File: src/rtl/gpr_wb_sched.sv
`default_nettype none
// gpr_wb_sched: round-robin writeback arbiter (ALU vs memory) feeding the GPR
// write port, plus a busy scoreboard for issue-stage hazard and WAW checks.
module gpr_wb_sched #(
  parameter int DW   = 16,
  parameter int AW   = 3,
  parameter int NREG = 8
) (
  input  logic            clk,
  input  logic            rst_n,
  input  logic            iss_valid,
  input  logic [AW-1:0]   iss_rd,
  output logic            iss_ready,
  input  logic [AW-1:0]   chk_rs1,
  input  logic [AW-1:0]   chk_rs2,
  output logic            hz1,
  output logic            hz2,
  input  logic            a_valid,
  input  logic [AW-1:0]   a_rd,
  input  logic [DW-1:0]   a_data,
  output logic            a_ready,
  input  logic            m_valid,
  input  logic [AW-1:0]   m_rd,
  input  logic [DW-1:0]   m_data,
  output logic            m_ready,
  output logic            gpr_we,
  output logic [AW-1:0]   gpr_ws,
  output logic [DW-1:0]   gpr_wd,
  output logic [NREG-1:0] busy
);

  typedef enum logic {
    GRANT_A = 1'b0,
    GRANT_M = 1'b1
  } grant_e;

  grant_e          r_last;
  grant_e          w_last_nxt;
  logic            w_grant_a;
  logic            w_grant_m;
  logic [NREG-1:0] r_busy;
  logic [NREG-1:0] w_set;
  logic [NREG-1:0] w_clr;
  logic            r_we;
  logic [AW-1:0]   r_ws;
  logic [DW-1:0]   r_wd;

  always_ff @(posedge clk or negedge rst_n) begin
    if (!rst_n) r_last <= GRANT_M;
    else        r_last <= w_last_nxt;
  end

  // Grants look only at the valids and the last winner, never at rd/data.
  always_comb begin
    w_grant_a  = 1'b0;
    w_grant_m  = 1'b0;
    w_last_nxt = r_last;
    if (a_valid && m_valid) begin
      if (r_last == GRANT_M) w_grant_a = 1'b1;
      else                   w_grant_m = 1'b1;
    end else begin
      w_grant_a = a_valid;
      w_grant_m = m_valid;
    end
    if (w_grant_a)      w_last_nxt = GRANT_A;
    else if (w_grant_m) w_last_nxt = GRANT_M;
  end

  assign a_ready   = w_grant_a;
  assign m_ready   = w_grant_m;
  assign iss_ready = ~r_busy[iss_rd];
  assign hz1       = r_busy[chk_rs1];
  assign hz2       = r_busy[chk_rs2];

  assign w_set = (iss_valid && iss_ready) ? (NREG'(1) << iss_rd) : {NREG{1'b0}};
  assign w_clr = r_we ? (NREG'(1) << r_ws) : {NREG{1'b0}};

  always_ff @(posedge clk or negedge rst_n) begin
    if (!rst_n) r_busy <= {NREG{1'b0}};
    else        r_busy <= (r_busy & ~w_clr) | w_set;
  end

  always_ff @(posedge clk or negedge rst_n) begin
    if (!rst_n) begin
      r_we <= 1'b0;
      r_ws <= {AW{1'b0}};
      r_wd <= {DW{1'b0}};
    end else begin
      r_we <= w_grant_a | w_grant_m;
      if (w_grant_a) begin
        r_ws <= a_rd;
        r_wd <= a_data;
      end else if (w_grant_m) begin
        r_ws <= m_rd;
        r_wd <= m_data;
      end
    end
  end

  assign gpr_we = r_we;
  assign gpr_ws = r_ws;
  assign gpr_wd = r_wd;
  assign busy   = r_busy;

endmodule
`default_nettype wire

File: config.mk
export PLATFORM = sky130hd
export DESIGN_NAME = gpr_wb_sched
export DESIGN_NICKNAME = d
export VERILOG_FILES = /design/src/rtl/gpr_wb_sched.sv
export SDC_FILE = /design/constraint.sdc
export NUM_CORES = 1
export LEC_CHECK = 0
export CAP_MARGIN = 40
export CORE_ASPECT_RATIO = 1.75
export CORE_MARGIN = 4
export CORE_UTILIZATION = 36
export DETAILED_ROUTE_END_ITERATION = 10
export PLACE_DENSITY = 0.88
export SYNTH_ARGS = -nofsm -noshare
export SYNTH_HDL_FRONTEND = slang
export SYNTH_SLANG_ARGS = --single-unit
File: constraint.sdc
create_clock -name clk -period 1.41 [get_ports clk]
set_input_delay 0.282 -clock clk [delete_from_list [all_inputs] [get_ports clk]]
set_output_delay 0.282 -clock clk [all_outputs]
set_load 0.02 [all_outputs]
[Word-level counts from Yosys, hierarchy flattened]
Cells that the tools add are included.
Storage, ports and cells
  input bits: 52
  logic and storage cells: 36
  flip-flop bits (word level): 29
  output and inout port bits: 33
Operators by class
  shift-type cells: 2
  order comparisons: 3
  bitwise logic cells: 5
  reduce and logical (&&, ||, !) cells: 3
  muxes and demuxes: 18
Operator list (number)
  $mux 16: 2
  $mux 8: 2
  $shl 1x3->8 const A: 2
  $lt 3x4->1 const B: 3
  $bmux 1 s3: 3
  $mux 1: 9
  $and 8x8->8: 1
  $not 8->8: 1
  $or 8x8->8: 1
  $mux 3: 2
  $logic_and 1x1->1: 2
  $reduce_bool 2->1: 1
  $not 1->1: 1
  $or 1x1->1: 1

[Depth between registers and ports, before layout]
  depth in word-level cells: 6
  gate-level depth with buffers: 5
  gate-level depth less buffers: 3

[Least setup slack after synthesis]
OpenSTA, ideal clock, no wires.
  path kind: reg-to-output
  start point: register r_busy[2], in the netlist busy[2]
  end point: output iss_ready
  required time: 1128 ps
  buffers on the path: 0
  path slack: -236 ps
  stages on the path, launching flop included: 3
  arrival: 1364 ps
  path through: dfrtp_1 -> mux4_1 -> mux2i_1
On the way
  word-level cells in the longest chain between the ends: 3
Ends and longest elaborated chain
  from (decl): line 41  | logic [NREG-1:0] r_busy;
  from (signal assigned): line 79  | if (!rst_n) r_busy <= {NREG{1'b0}};
  from (signal assigned): line 80  | else r_busy <= (r_busy & ~w_clr) | w_set;
  $bmux 1 s3: line 71  | assign iss_ready = ~r_busy[iss_rd];
  $mux 1 (not written as such): line 71
  $not 1->1: line 71
  to (decl): line 13  | output logic iss_ready,
No other way between the ends. The select of a mux whose other input is x is not followed.

[Worst setup path after layout]
  start point: register r_busy[0], in the netlist busy[0]
  end point: output hz2
On the way
  word-level cells in the longest chain between the ends: 2
Ends and longest elaborated chain
  $bmux 1 s3: line 73  | assign hz2 = r_busy[chk_rs2];
  $mux 1 (not written as such): line 73
  to (decl): line 17  | output logic hz2,
No other way between the ends. The select of a mux whose other input is x is not followed.

==> results_dict.tcl <==
set metrics [dict create \
    diodes 0 \
    regToRegSetupSlack_ns 0.14 \
    io_buffers 84 \
    drtIter0Drc 45 \
    drc 0 \
    final_area_um2 2750 \
    fmax_mhz 534 \
    die_x_um 59.2 \
    wl_per_cell_um 15.6 \
    wl_um 4930 \
    vias 1653 \
    synth_warnings 0 \
    areaGrowthSynthToFinish_pct 66.3 \
    cp.required_ns 1.13 \
    grt_pass1_wl_um 8030 \
    cts.sinks 29 \
    ys_seq_area_share_pct 43.9 \
    cts_buffers 5 \
    status "finished, violations left" \
    layout_setup_ws_ns -0.462 \
    setup.worst_path.class "reg2out" \
    clk_pin_slew_ns 0.07 \
    p_leak_nw 1.18 \
    htreeDepth 2 \
    core_um2 4440 \
    fin_nets 317 \
    cts-root-buf "clkbuf_8" \
    violations "negative setup slack" \
    post_cts.repair.setup_buffers 0 \
    crit_path_end_kind "output pin" \
    fin_crit_sh_pct 133 \
    tightest_slew_ns 0.326 \
    die_height_um 97.7 \
    fin_tns_setup_ns -1.29 \
    post-place-ws_ns -1.04 \
    grt_pass1_vias 1804 \
    cts_buffer_depth 2 \
    path_buf_inv 1 \
    p_per_area_nw_per_um2 1300 \
    grt_overflow 0 \
    antenna_found_initial 0 \
    final_layout_size_suffix_gt1_share_pct 32.0 \
    avgSynthCellArea_um2 10.4 \
    cap_violations 0 \
    io_pins 85 \
    peakVddDrop_v 0.00101 \
    finalCriticalPeriod_ns 1.87 \
    dr.pass1.iters 4 \
    maxSlewViolCount 0 \
    ys_seq_elements 29 \
    groute.usage.overall_pct 18.2 \
    crit_slowest_cell "mux4_2" \
    setup_violations 4 \
    clock_skew_ns 0.00905 \
    ant_nets 0 \
    die_area_um2 5790 \
    worstSetupStartpointType "flip-flop" \
    rows 32 \
    gp_congestion 0.854 \
    hold_viol 0 \
    viasPerCell 5.21 \
    slowest_delay_ns 0.46 \
    regArea_um2 737 \
    start_util_pct 37.2 \
    finalPower_mw 3.59 \
    crit_fanout 4 \
    synth_area_um2 1650 \
    cts_tree "yes" \
    fin_util_pct 61.9 \
    rsz0062_at_grt "true" \
    fill_cells 352 \
    clk_latency_ns 0.28 \
    crit_family "multiplexers" \
    grt_max_degree 30 \
    ys_types 26 \
    multi_input_comb_area_um2 868 \
    dpl-instance-area_um2 2710 \
    timing.slew.headroom_pct 78.0 \
    crit_arrival_ns 1.59 \
    hp-class "in2async" \
    worstPathCellList "mux4_2, mux2_4, buf_6" \
    dp_hpwl_um 3890 \
    syn_inst 159 \
    syn-num-nets 211 \
]
## worst reg2reg max path: stages (launching register included)
cell     delay [ns]
dfstp_2        0.56
buf_4          0.12
nand2_1        0.07
buf_4          0.19
o22ai_1        0.17
nor2_1         0.06
## power by group
part | internal, mW | switching, mW | leakage (nW)
clock network | 0.341 | 0.307 | 0.0450
logic | 0.919 | 0.804 | 0.807
registers | 1.04 | 0.174 | 0.325
## synth_stat cells
cell type	n	area share, %
dfstp_2	1	1.6
a21bo_2	1	0.61
nand2_1	4	0.91
mux4_1	6	9.5
o41ai_1	4	2.1
a31oi_1	3	1.1
o21a_1	1	0.45
mux2i_1	1	0.61
inv_1	4	0.91
buf_6	1	0.68
nor3b_1	2	0.91
a21boi_0	1	0.45
or2_2	1	0.38
nor4b_1	1	0.53
clkbuf_1	4	0.91
a21oi_1	4	1.2
dfrtp_1	28	42
buf_4	2	0.91
buf_2	2	0.61
nor2_1	40	9.1
nor3_1	1	0.30
mux2_2	21	14
nor2b_1	1	0.38
o21ai_0	4	1.2
o22ai_1	19	7.2
nand2b_1	2	0.76
## registers in the layout, summed over array words and instances (netlist names)
name	cells
r_last	1
gpr_wd	16
gpr_we	1
gpr_ws	3
busy	8
## timing repair
item                       4_1_cts  5_1_grt
hold buffers                     0        0
setup endpoints to repair       50       10
pin swaps                        1        1
gates resized for setup         79        8
## layout by cell type, fill, tap and decap left out, types with 2 or more instances in the layout
cell and n:
clkbuf_8 5, o41ai_1 4, nor2_1 40, inv_1 2, buf_4 23, o22ai_1 19
o21ai_0 4, buf_2 4, dfrtp_1 20, mux2_2 19, dfrtp_2 8, nand2b_1 2
clkdlybuf4s15_2 2, inv_2 2, mux4_2 6, clkdlybuf4s50_1 46, nand2_1 4, a21oi_1 4
dlygate4sd2_1 26, buf_6 5, nor3b_1 2, mux2_4 2, a31oi_1 3, clkinv_2 2
## routing by layer
layer	global-route usage (%)	part of all wire [%]	vias to the layer above
met5	0	0	-
met4	8.73	3.9	0
met3	5.59	6.6	16
met2	32.9	55	64
met1	17.6	34	780
li1	-	-	793
## area by class of cell
cell class	instances	area share, %
clock buffer	6	2.64
clock inverter	2	0.364
inverter	4	0.546
multi-input combinational	117	31.6
sequential	29	26.8
tap	51	2.32
timing repair buffer	108	35.8
## through the flow
stage	hold slack [ns]	cells
2_1_floorplan	-0.0136	159
3_3_place_gp	0.578	309
3_5_place_dp	0.591	309
4_1_cts	0.354	317
5_1_grt	0.381	317
6_report	0.362	317
## final timing paths
path / start / to / depth (start not counted)
setup / recovery: busy[0] / hz2 / 3
hold / removal: rst_n / gpr_wd[13] / 2
setup reg to reg: r_last / gpr_wd[6] / 5
hold reg to reg: busy[1] / busy[1] / 2
max in group asynchronous: rst_n / r_last / 2
min in group clk: m_valid / gpr_we / 3
## logic make-up (layout without fill, tap and decap cells)
group	Yosys count	count (layout)	share of synthesized area, %
AOI/OAI and AO/OA	37	37	14.4
muxes	28	28	24.4
buffers and inverters	13	120	4.01
DFF	29	29	43.9
and+or+nand+nor	52	52	13.2
Note: power is estimated with default switching activity, not from simulation.
